===== config.mk =====
export PLATFORM = sky130hd
export DESIGN_NAME = serial_magnitude_comparator_flat
export DESIGN_NICKNAME = d
export VERILOG_FILES = /design/src/rtl/serial_magnitude_comparator_pkg.sv /design/src/rtl/serial_magnitude_comparator_if.sv /design/src/rtl/serial_magnitude_comparator_digit_comparator.sv /design/src/rtl/serial_magnitude_comparator.sv /design/src/flat_wrapper.sv
export SDC_FILE = /design/constraint.sdc
export NUM_CORES = 1
export LEC_CHECK = 0
export BUFFER_PORTS_ARGS = -buffer_cell sky130_fd_sc_hd__buf_2
export CAP_MARGIN = 10
export CELL_PAD_IN_SITES_DETAIL_PLACEMENT = 0
export CELL_PAD_IN_SITES_GLOBAL_PLACEMENT = 2
export CORE_UTILIZATION = 31
export CTS_CLUSTER_SIZE = 10
export DETAILED_ROUTE_END_ITERATION = 10
export GPL_TIMING_DRIVEN = 0
export PLACE_DENSITY = 0.83
export REMOVE_ABC_BUFFERS = 1
export SLEW_MARGIN = 5
export SYNTH_ARGS = -nofsm -noshare
export SYNTH_HDL_FRONTEND = slang
export SYNTH_SLANG_ARGS = --single-unit

===== constraint.sdc =====
create_clock -name clk_i -period 3.35 [get_ports clk_i]
set_input_delay 0.67 -clock clk_i [delete_from_list [all_inputs] [get_ports clk_i]]
set_output_delay 0.67 -clock clk_i [all_outputs]
set_load 0.02 [all_outputs]

===== src/rtl/serial_magnitude_comparator_pkg.sv =====
// Shared types for the serial magnitude comparator: FSM states and the {lt,gt,eq} result encoding.
package serial_magnitude_comparator_pkg;

    typedef enum logic [1:0] {
        ST_IDLE    = 2'd0,
        ST_COMPARE = 2'd1,
        ST_DONE    = 2'd2
    } state_e;

    localparam int unsigned RES_W = 3;

    // One-hot {lt, gt, eq}; RES_NONE only exists between reset and the first Done.
    typedef logic [RES_W-1:0] res_t;

    localparam res_t RES_NONE = 3'b000;
    localparam res_t RES_LT   = 3'b100;
    localparam res_t RES_GT   = 3'b010;
    localparam res_t RES_EQ   = 3'b001;

    function automatic res_t digit_res(input logic lt, input logic gt);
        if (lt) return RES_LT;
        if (gt) return RES_GT;
        return RES_EQ;
    endfunction

endpackage


===== src/rtl/serial_magnitude_comparator_if.sv =====
// Start/Done request bus of the serial magnitude comparator: operands, mode, cascade in, result out.
interface serial_magnitude_comparator_if #(
    parameter int unsigned WIDTH = 16
);
    logic             start;
    logic             ready;
    logic             signed_mode;
    logic [WIDTH-1:0] a;
    logic [WIDTH-1:0] b;
    logic             lt_in;
    logic             gt_in;
    logic             eq_in;
    logic             done;
    logic             lt;
    logic             gt;
    logic             eq;

    modport master (
        output start, signed_mode, a, b, lt_in, gt_in, eq_in,
        input  ready, done, lt, gt, eq
    );

    modport slave (
        input  start, signed_mode, a, b, lt_in, gt_in, eq_in,
        output ready, done, lt, gt, eq
    );

endinterface


===== src/rtl/serial_magnitude_comparator_digit_comparator.sv =====
// Combinational unsigned compare of one DIGIT-bit slice.
module digit_comparator #(
    parameter int unsigned DIGIT = 4
) (
    input  logic [DIGIT-1:0] a_i,
    input  logic [DIGIT-1:0] b_i,
    output logic             lt_c_o,
    output logic             gt_c_o,
    output logic             eq_c_o
);

    assign lt_c_o = (a_i <  b_i);
    assign gt_c_o = (a_i >  b_i);
    assign eq_c_o = (a_i == b_i);

endmodule


===== src/rtl/serial_magnitude_comparator.sv =====
// Digit-serial magnitude comparator, MSD first, with signed mode and Lt/Gt/Eq cascade.
// Define EARLY_EXIT_EN to finish on the first deciding digit instead of always taking N steps.
module serial_magnitude_comparator
    import serial_magnitude_comparator_pkg::*;
#(
    parameter int unsigned WIDTH = 16,
    parameter int unsigned DIGIT = 4
) (
    input  logic                          clk_i,
    input  logic                          rst_ni,
    serial_magnitude_comparator_if.slave  bus
);

    localparam int unsigned N     = WIDTH / DIGIT;
    localparam int unsigned IDX_W = (N > 1) ? $clog2(N) : 1;
    localparam logic [IDX_W-1:0] IDX_LAST = IDX_W'(N - 1);

    state_e           state_q,   state_d;
    logic [WIDTH-1:0] a_q,       a_d;
    logic [WIDTH-1:0] b_q,       b_d;
    logic [IDX_W-1:0] idx_q,     idx_d;
    logic             decided_q, decided_d;
    res_t             dec_res_q, dec_res_d;
    res_t             res_q,     res_d;
    logic             done_q,    done_d;
    logic             ready_q,   ready_d;

    logic [DIGIT-1:0] dig_a_c;
    logic [DIGIT-1:0] dig_b_c;
    logic             dig_lt_c;
    logic             dig_gt_c;
    logic             dig_eq_c;
    res_t             step_res_c;
    logic             finish_c;
    logic [WIDTH-1:0] sign_mask_c;

    // Select the digit addressed by the step index, most significant first.
    always_comb begin
        dig_a_c = '0;
        dig_b_c = '0;
        for (int unsigned i = 0; i < N; i++) begin
            if (idx_q == IDX_W'(i)) begin
                dig_a_c = a_q[WIDTH-1-i*DIGIT -: DIGIT];
                dig_b_c = b_q[WIDTH-1-i*DIGIT -: DIGIT];
            end
        end
    end

    digit_comparator #(
        .DIGIT (DIGIT)
    ) u_digit (
        .a_i    (dig_a_c),
        .b_i    (dig_b_c),
        .lt_c_o (dig_lt_c),
        .gt_c_o (dig_gt_c),
        .eq_c_o (dig_eq_c)
    );

    // A decision already taken (cascade or earlier digit) overrides the current digit.
    assign step_res_c  = decided_q ? dec_res_q : digit_res(dig_lt_c, dig_gt_c);
    assign sign_mask_c = {bus.signed_mode, {(WIDTH-1){1'b0}}};

`ifdef EARLY_EXIT_EN
    assign finish_c = (idx_q == IDX_LAST) || (step_res_c != RES_EQ);
`else
    assign finish_c = (idx_q == IDX_LAST);
`endif

    always_comb begin
        state_d   = state_q;
        a_d       = a_q;
        b_d       = b_q;
        idx_d     = idx_q;
        decided_d = decided_q;
        dec_res_d = dec_res_q;
        res_d     = res_q;
        done_d    = 1'b0;
        ready_d   = ready_q;

        case (state_q)
            ST_IDLE, ST_DONE: begin
                if (bus.start) begin
                    // Flipping the sign bit maps two's complement order onto unsigned order.
                    a_d       = bus.a ^ sign_mask_c;
                    b_d       = bus.b ^ sign_mask_c;
                    idx_d     = '0;
                    decided_d = !bus.eq_in;
                    dec_res_d = bus.gt_in ? RES_GT : RES_LT;
                    state_d   = ST_COMPARE;
                    ready_d   = 1'b0;
                end else begin
                    state_d = ST_IDLE;
                    ready_d = 1'b1;
                end
            end
            ST_COMPARE: begin
                if (finish_c) begin
                    res_d   = step_res_c;
                    done_d  = 1'b1;
                    ready_d = 1'b1;
                    state_d = ST_DONE;
                end else begin
                    idx_d = idx_q + 1'b1;
                    if (!decided_q && !dig_eq_c) begin
                        decided_d = 1'b1;
                        dec_res_d = step_res_c;
                    end
                end
            end
            default: begin
                state_d = ST_IDLE;
                ready_d = 1'b1;
            end
        endcase
    end

    always_ff @(posedge clk_i) begin
        if (!rst_ni) begin
            state_q   <= ST_IDLE;
            a_q       <= '0;
            b_q       <= '0;
            idx_q     <= '0;
            decided_q <= 1'b0;
            dec_res_q <= RES_NONE;
            res_q     <= RES_NONE;
            done_q    <= 1'b0;
            ready_q   <= 1'b1;
        end else begin
            state_q   <= state_d;
            a_q       <= a_d;
            b_q       <= b_d;
            idx_q     <= idx_d;
            decided_q <= decided_d;
            dec_res_q <= dec_res_d;
            res_q     <= res_d;
            done_q    <= done_d;
            ready_q   <= ready_d;
        end
    end

    assign bus.ready = ready_q;
    assign bus.done  = done_q;
    assign bus.lt    = res_q[2];
    assign bus.gt    = res_q[1];
    assign bus.eq    = res_q[0];

endmodule


===== src/flat_wrapper.sv =====
// flat-port wrapper written by rule: the top's interface ports become plain ports
module serial_magnitude_comparator_flat import serial_magnitude_comparator_pkg::*;
#(
    parameter int unsigned WIDTH = 16,
    parameter int unsigned DIGIT = 4
)
  (clk_i, rst_ni, bus_start, bus_signed_mode, bus_a, bus_b, bus_lt_in, bus_gt_in, bus_eq_in, bus_ready, bus_done, bus_lt, bus_gt, bus_eq);
  serial_magnitude_comparator_if #(.WIDTH(WIDTH)) bus_i ();
  input  logic clk_i;
  input  logic rst_ni;
  input wire logic [$bits(bus_i.start)-1:0] bus_start;
  input wire logic [$bits(bus_i.signed_mode)-1:0] bus_signed_mode;
  input wire logic [$bits(bus_i.a)-1:0] bus_a;
  input wire logic [$bits(bus_i.b)-1:0] bus_b;
  input wire logic [$bits(bus_i.lt_in)-1:0] bus_lt_in;
  input wire logic [$bits(bus_i.gt_in)-1:0] bus_gt_in;
  input wire logic [$bits(bus_i.eq_in)-1:0] bus_eq_in;
  output wire logic [$bits(bus_i.ready)-1:0] bus_ready;
  output wire logic [$bits(bus_i.done)-1:0] bus_done;
  output wire logic [$bits(bus_i.lt)-1:0] bus_lt;
  output wire logic [$bits(bus_i.gt)-1:0] bus_gt;
  output wire logic [$bits(bus_i.eq)-1:0] bus_eq;
  assign bus_i.start = bus_start;
  assign bus_i.signed_mode = bus_signed_mode;
  assign bus_i.a = bus_a;
  assign bus_i.b = bus_b;
  assign bus_i.lt_in = bus_lt_in;
  assign bus_i.gt_in = bus_gt_in;
  assign bus_i.eq_in = bus_eq_in;
  assign bus_ready = bus_i.ready;
  assign bus_done = bus_i.done;
  assign bus_lt = bus_i.lt;
  assign bus_gt = bus_i.gt;
  assign bus_eq = bus_i.eq;
  serial_magnitude_comparator #(.WIDTH(WIDTH), .DIGIT(DIGIT)) u_core (.clk_i(clk_i), .rst_ni(rst_ni), .bus(bus_i));
endmodule

; ---- After elaboration in Yosys (flattened, before gate mapping)
; Cells that the tools add are included.
[totals]
reg_bits = 45
word_cells = 72
[classes]
n_addsub = 1
order_cmp = 2
n_eq_ne = 10
muxes = 35
bitwise = 2
reduce_logical = 13
[ops]
columns = operator, count
row1 = 2-to-1 mux 4 bit, 8
row2 = bitwise XOR 16 bit, 2
row3 = 2-to-1 mux 3 bit, 9
row4 = 2-to-1 mux 1 bit, 10
row5 = case mux 2 bit (2 select lines), 2
row6 = equality test 2 bit (second input constant), 3
row7 = 2-to-1 mux 2 bit, 3
row8 = case mux 3 bit (2 select lines), 1
row9 = AND reduction 2 bit, 3
row10 = equality test 2 x 1 -> 1 bit (second input constant), 2
row11 = equality test 4 bit, 1
row12 = greater-than comparator 4 bit, 1
row13 = zero test 2 bit, 2
row14 = less-than comparator 4 bit, 1
row15 = inequality test 2 x 1 -> 1 bit (second input constant), 2
row16 = inequality test 2 bit (second input constant), 2
row17 = case mux 1 bit (2 select lines), 2
row18 = AND reduction 4 bit, 1
row19 = zero test 1 bit, 3
row20 = AND reduction 3 bit, 1
row21 = adder 2 x 1 -> 2 bit (second input constant), 1
row22 = nonzero test 2 bit, 1
row23 = OR reduction 2 bit, 1
row24 = logical AND 1 bit, 1

; ---- Longest topological paths before layout
[depth]
ltp_word = 14
ltp_mapped = 12

; ---- Modules after synthesis
; Synthesis repeated with hierarchy kept, for this count alone.
[hier_totals]
hier_cells = 276
area_unflattened_um2 = 2128.3
[modules_own_cells]
columns = module, instances, cells_per_inst, area_each_um2
row1 = serial_magnitude_comparator, 1, 260, 1999.4
row2 = digit_comparator, 1, 16, 128.9

; ---- Least setup slack after synthesis
; Ideal clock, no wire load.
[synth_path]
kind = register -> register
startpoint = register u_core.idx_q[1]
endpoint = register u_core.res_q[1]
setup_ns = 0.119
arrival_time_ns = 2.241
path_slack_ns = 0.990
stages_incl_launch_ff = 12
path_buffers = 1
period_less_slack_ns = 2.360
cell_sequence = dfxtp_1 inv_1 ha_1 buf_2 a221oi_1 nor3_1 a21oi_1 ha_1 nor2b_1 o211ai_1 a21boi_0 o221a_2
[synth_between]
elab_chain_cells = 11
elab_cells_between_ends = 22
classes_between = 2 x order compare / 3 x eq/ne / 15 x mux / 2 x reduce/logical
[synth_lines]
columns = item, line_no
row1 = "start, declared", serial_magnitude_comparator.sv:21  ; logic [IDX_W-1:0] idx_q, idx_d;
row2 = "start signal, assigned", serial_magnitude_comparator.sv:132  ; idx_q <= idx_d;
row3 = zero test 2 bit, serial_magnitude_comparator.sv:42  ; if (idx_q == IDX_W'(i)) begin
row4 = 2-to-1 mux 4 bit (4 in a row), serial_magnitude_comparator.sv:42
row5 = greater-than comparator 4 bit, serial_magnitude_comparator_digit_comparator.sv:13  ; assign gt_c_o = (a_i > b_i);
row6 = 2-to-1 mux 1 bit (2 in a row), serial_magnitude_comparator_pkg.sv:22  ; if (gt) return RES_GT;
row7 = 2-to-1 mux 3 bit, serial_magnitude_comparator_pkg.sv:23  ; return RES_EQ;
row8 = 2-to-1 mux 3 bit, serial_magnitude_comparator_pkg.sv:22
row9 = 2-to-1 mux 3 bit, serial_magnitude_comparator.sv:60  ; assign step_res_c = decided_q ? dec_res_q : digit_res(dig_lt_c, dig_gt_c);
row10 = "end signal, assigned", serial_magnitude_comparator.sv:135  ; res_q <= res_d;
row11 = "end, declared", serial_magnitude_comparator.sv:24  ; res_t res_q, res_d;
; Several ways; a longest one is shown, not always the timed one. The select of a mux whose other input is x is not followed.
; A chain may end at the register's enable or synchronous reset.

; ---- Final worst setup path
[layout_path]
startpoint = register u_core.idx_q[0]
endpoint = register u_core.res_q[1]
; The elaborated chain is that of the path after synthesis.

==> impl_metrics.csv <==
group,metric,value,unit
outcome,status,"completed",
route,via_per_inst,4.77,
finish,layout_stage_area_growth_over_the_synthesis_result,15.3,%
setup_path,regToRegEndpoint,"u_core.res_q[1]",
clocking,worst_skew_pair.late_latency,0.29,ns
timing,worst_pin_slew,0.787,ns
logic_synthesis,synthesis.instances,267,
grt,pin_count_of_the_biggest_net_entering_global_routing,47,
floorplanning,num_io_pins,44,
route,drc,0,
logic_synthesis,yosys_register_bits,45,
route,ant_nets,0,
clocking,cts_sinks,45,
setup_path,category_of_cells_accounting_for_the_largest_share_of_critical_path_delay,"compound AO/OA/AOI/OAI gates",
logic_synthesis,yosys-top-cells-area,"dfxtp_1 42%, nand2_1 14%, a21boi_0 12%, ha_1 4.6%, a21oi_1 4.2%",
logic_synthesis,post_synth_instance_area,0.00215,mm2
logic_synthesis,synth_cell_types,34,
route,initial_drc_count,109,
power,internal-power,0.817,mW
clocking,ctsLongestPathBuffers,2,
setup_path,timing.critical_path.from_type,"register",
floorplanning,fp.dieW,85.3,um
logic_synthesis,yosysWarnings,0,
min_path,worst_hold_path.endpoint,"u_core.b_q[14]",
timing,timing.hold.ws,0.465,ns
timing,grt_setup_unrepaired,"false",
power,power.ir.vdd_worst,0.179,mV
grt,combined_global_route_utilization_of_all_metal_layers,0.136,
route,drt_pass_1_iters,4,
finish,layout.cells.most_common,"nand2_1",
route,routed-via-count,1802,
min_path,worstHoldPathType,"reg2reg",
finish,nets,345,
placement,detailedPlacementHpwl,3.07,mm
run,timing.max_cap.violations,0,
grt,globalRoute.totalOverflow,0,
grt,first_global_vias,1775,
setup_path,path_type_of_the_worst_setup_path,"reg2reg",
setup_path,r2r_start,"u_core.idx_q[0]",
power,power_frac_clock,0.297,
finish,utilization,0.367,
logic_synthesis,synth.top_cell.area_share,0.418,
floorplanning,initial_standard_cell_utilization_of_the_core,0.319,
setup_path,path_buf_inv,0,
grt,grt_first_pass_wirelength,7.85,mm
floorplanning,placementRows,30,
clocking,cts-buffers-inserted,5,
setup_path,regToRegSetupSlack,0.51,ns
min_path,hold_start,"u_core.b_q[14]",
clocking,post_cts.repair.setup_buffers,0,
timing,final.period_utilization,0.847,
logic_synthesis,netlist.top_cell.by_area,"dfxtp_1",
setup_path,crit_path_top_delay_cell,"ha_1",
setup_path,endpoint_class_of_the_critical_path,"register",
clocking,cts_resized,0,
clocking,clk_root_buffer_cell,"clkbuf_8",
power,post-layout-total-power,1.12,mW
min_path,timing.hold.worst_path_depth,2,
floorplanning,die_height,85.3,um
timing,achievable-frequency,0.352,GHz
clocking,h_tree_level_count,2,
route,post_drt_wl_per_cell,12.5,um
route,route.final.wire_length,4.71,mm
power,power.density,451,mW/mm2
timing,finalClockSkew,0.00246,ns
placement,finalWeightedCongestion,0.724,
placement,place.detailed.instances,370,
setup_path,cp_data_required_time,3.53,ns
floorplanning,floorplan.core_area,0.00676,mm2
timing,report.final.slew_viol_count,0,
finish,insertedDiodeCount,0,
finish,commonest_cells_after_routing_fill_and_taps_aside,"82 x nand2_1, 45 x dfxtp_1, 42 x buf_2",
floorplanning,total_die_area,0.00728,mm2
setup_path,cp_data_arrival_time,3.02,ns
power,static-leakage-power,1.01,nW
clocking,tritoncts,"done",
placement,placement.setup.worst_slack,0.486,ns
placement,placement.cell_area,0.00238,mm2
timing,slew_headroom,0.476,
power,net-switching-power,0.303,mW
timing,final-setup-viol-count,0,
setup_path,cpPeakStageDelay,0.55,ns
finish,fraction_of_final_layout_cells_with_drive_strength_greater_than_1,0.181,
power,switching_share,0.271,
timing,report.final.hold_viol_count,0,
power,p_seq_frac,0.524,
timing,fin_tns_setup,0,ns
clocking,clkTransAtPathRegs,0.08,ns
finish,design_area,0.00248,mm2
logic_synthesis,synth.yosys.seq_area_share,0.418,
setup_path,cell_chain_critical_path,"ha_1 > nor2b_1 > a221oi_1 > nor3_1 > a21oi_1 > ha_1 > nor2b_1 > o211ai_1 > a21boi_0 > o221a_2",
grt,grt_antenna_before_repair,0,
placement,port_buffer_count,42,
clocking,hold_buffers,0,
logic_synthesis,synth.avg_cell_area,8.06,um2
timing,setup_slack,0.512,ns
setup_path,path_max_fanout,16,
setup_path,reg2reg_depth,10,
power,power.combinational.fraction,0.179,
finish,stdcell_count,378,
timing,final.min_clock_period,2.84,ns
final cells by class:
type	instances	area [um2]
Clock buffer	7	86.3
Tap cell	80	100
Timing Repair Buffer	43	225
Inverter	4	15.0
Multi-Input combinational cell	199	1150
Sequential cell	45	901
Fill cell	759	4270
tightest hold or removal path: stages, from the launching register on:
cell and delay, ns:
dfxtp_1 0.31, nand2_1 0.04, a21boi_0 0.06
how the worst max path moves through the flow:
stage                    start               to  slack (ns)  depth (start not counted)
6_report       u_core.idx_q[0]  u_core.res_q[1]        0.51                         10
5_1_grt        u_core.idx_q[0]  u_core.res_q[1]        0.22                         10
4_1_cts        u_core.idx_q[0]  u_core.res_q[1]        0.47                         10
3_5_place_dp   u_core.idx_q[0]  u_core.res_q[1]        0.49                         10
3_3_place_gp   u_core.idx_q[0]  u_core.res_q[0]        0.57                         10
2_1_floorplan  u_core.idx_q[1]  u_core.res_q[1]        0.98                         11
power by group through the flow:
stage | logic (mW) | clock network (mW) | registers [mW]
after floorplan | 0.132 | 0 | 0.595
after global placement | 0.199 | 0 | 0.598
after detailed placement | 0.201 | 0 | 0.599
after CTS | 0.202 | 0.354 | 0.587
after global routing | 0.228 | 0.370 | 0.591
final | 0.200 | 0.333 | 0.587
metal layers:
layer | track usage | routed length (um)
met2 | 0.229 | 2120
met3 | 0.0204 | 191
met1 | 0.177 | 2340
met5 | 0 | 0
met4 | 0.0500 | 57
synth_stat cells:
cell	instances
nor3b_1	1
or3b_1	1
a21boi_0	33
nand3_2	1
nor2b_1	9
nand2_1	82
and2_1	4
o211a_1	2
dfxtp_1	45
a41oi_2	1
o221a_2	1
xnor2_1	2
o21a_1	1
nand3_1	2
a31o_2	1
o21ai_1	1
nor3_1	4
clkbuf_1	8
a221oi_1	4
a31oi_1	1
o211ai_1	2
ha_1	8
nor2_1	1
and3_1	1
inv_1	4
o22ai_1	1
a21oi_1	18
nand2b_1	1
buf_2	11
nand3b_1	5
a22oi_1	1
and2b_1	2
o21ai_0	7
and4_1	1
registers in the layout, indices dropped and copies added, names as in the netlist:
name,flops
u_core.a_q,16
u_core.b_q,16
u_core.bus.done,1
u_core.bus.ready,1
u_core.dec_res_q,3
u_core.decided_q,1
u_core.idx_q,2
u_core.res_q,3
u_core.state_q,2
cell families (layout without fill, tap and decap cells):
logic type / after synthesis / in the layout / share of synthesized area
xor+xnor: 2 / 2 / 0.00814
fa+ha+maj: 8 / 8 / 0.0465
compound gates: 74 / 74 / 0.238
buf+inv: 23 / 54 / 0.0465
flops: 45 / 45 / 0.418
simple gates: 115 / 115 / 0.243
Note: power is estimated with default switching activity, not from simulation.
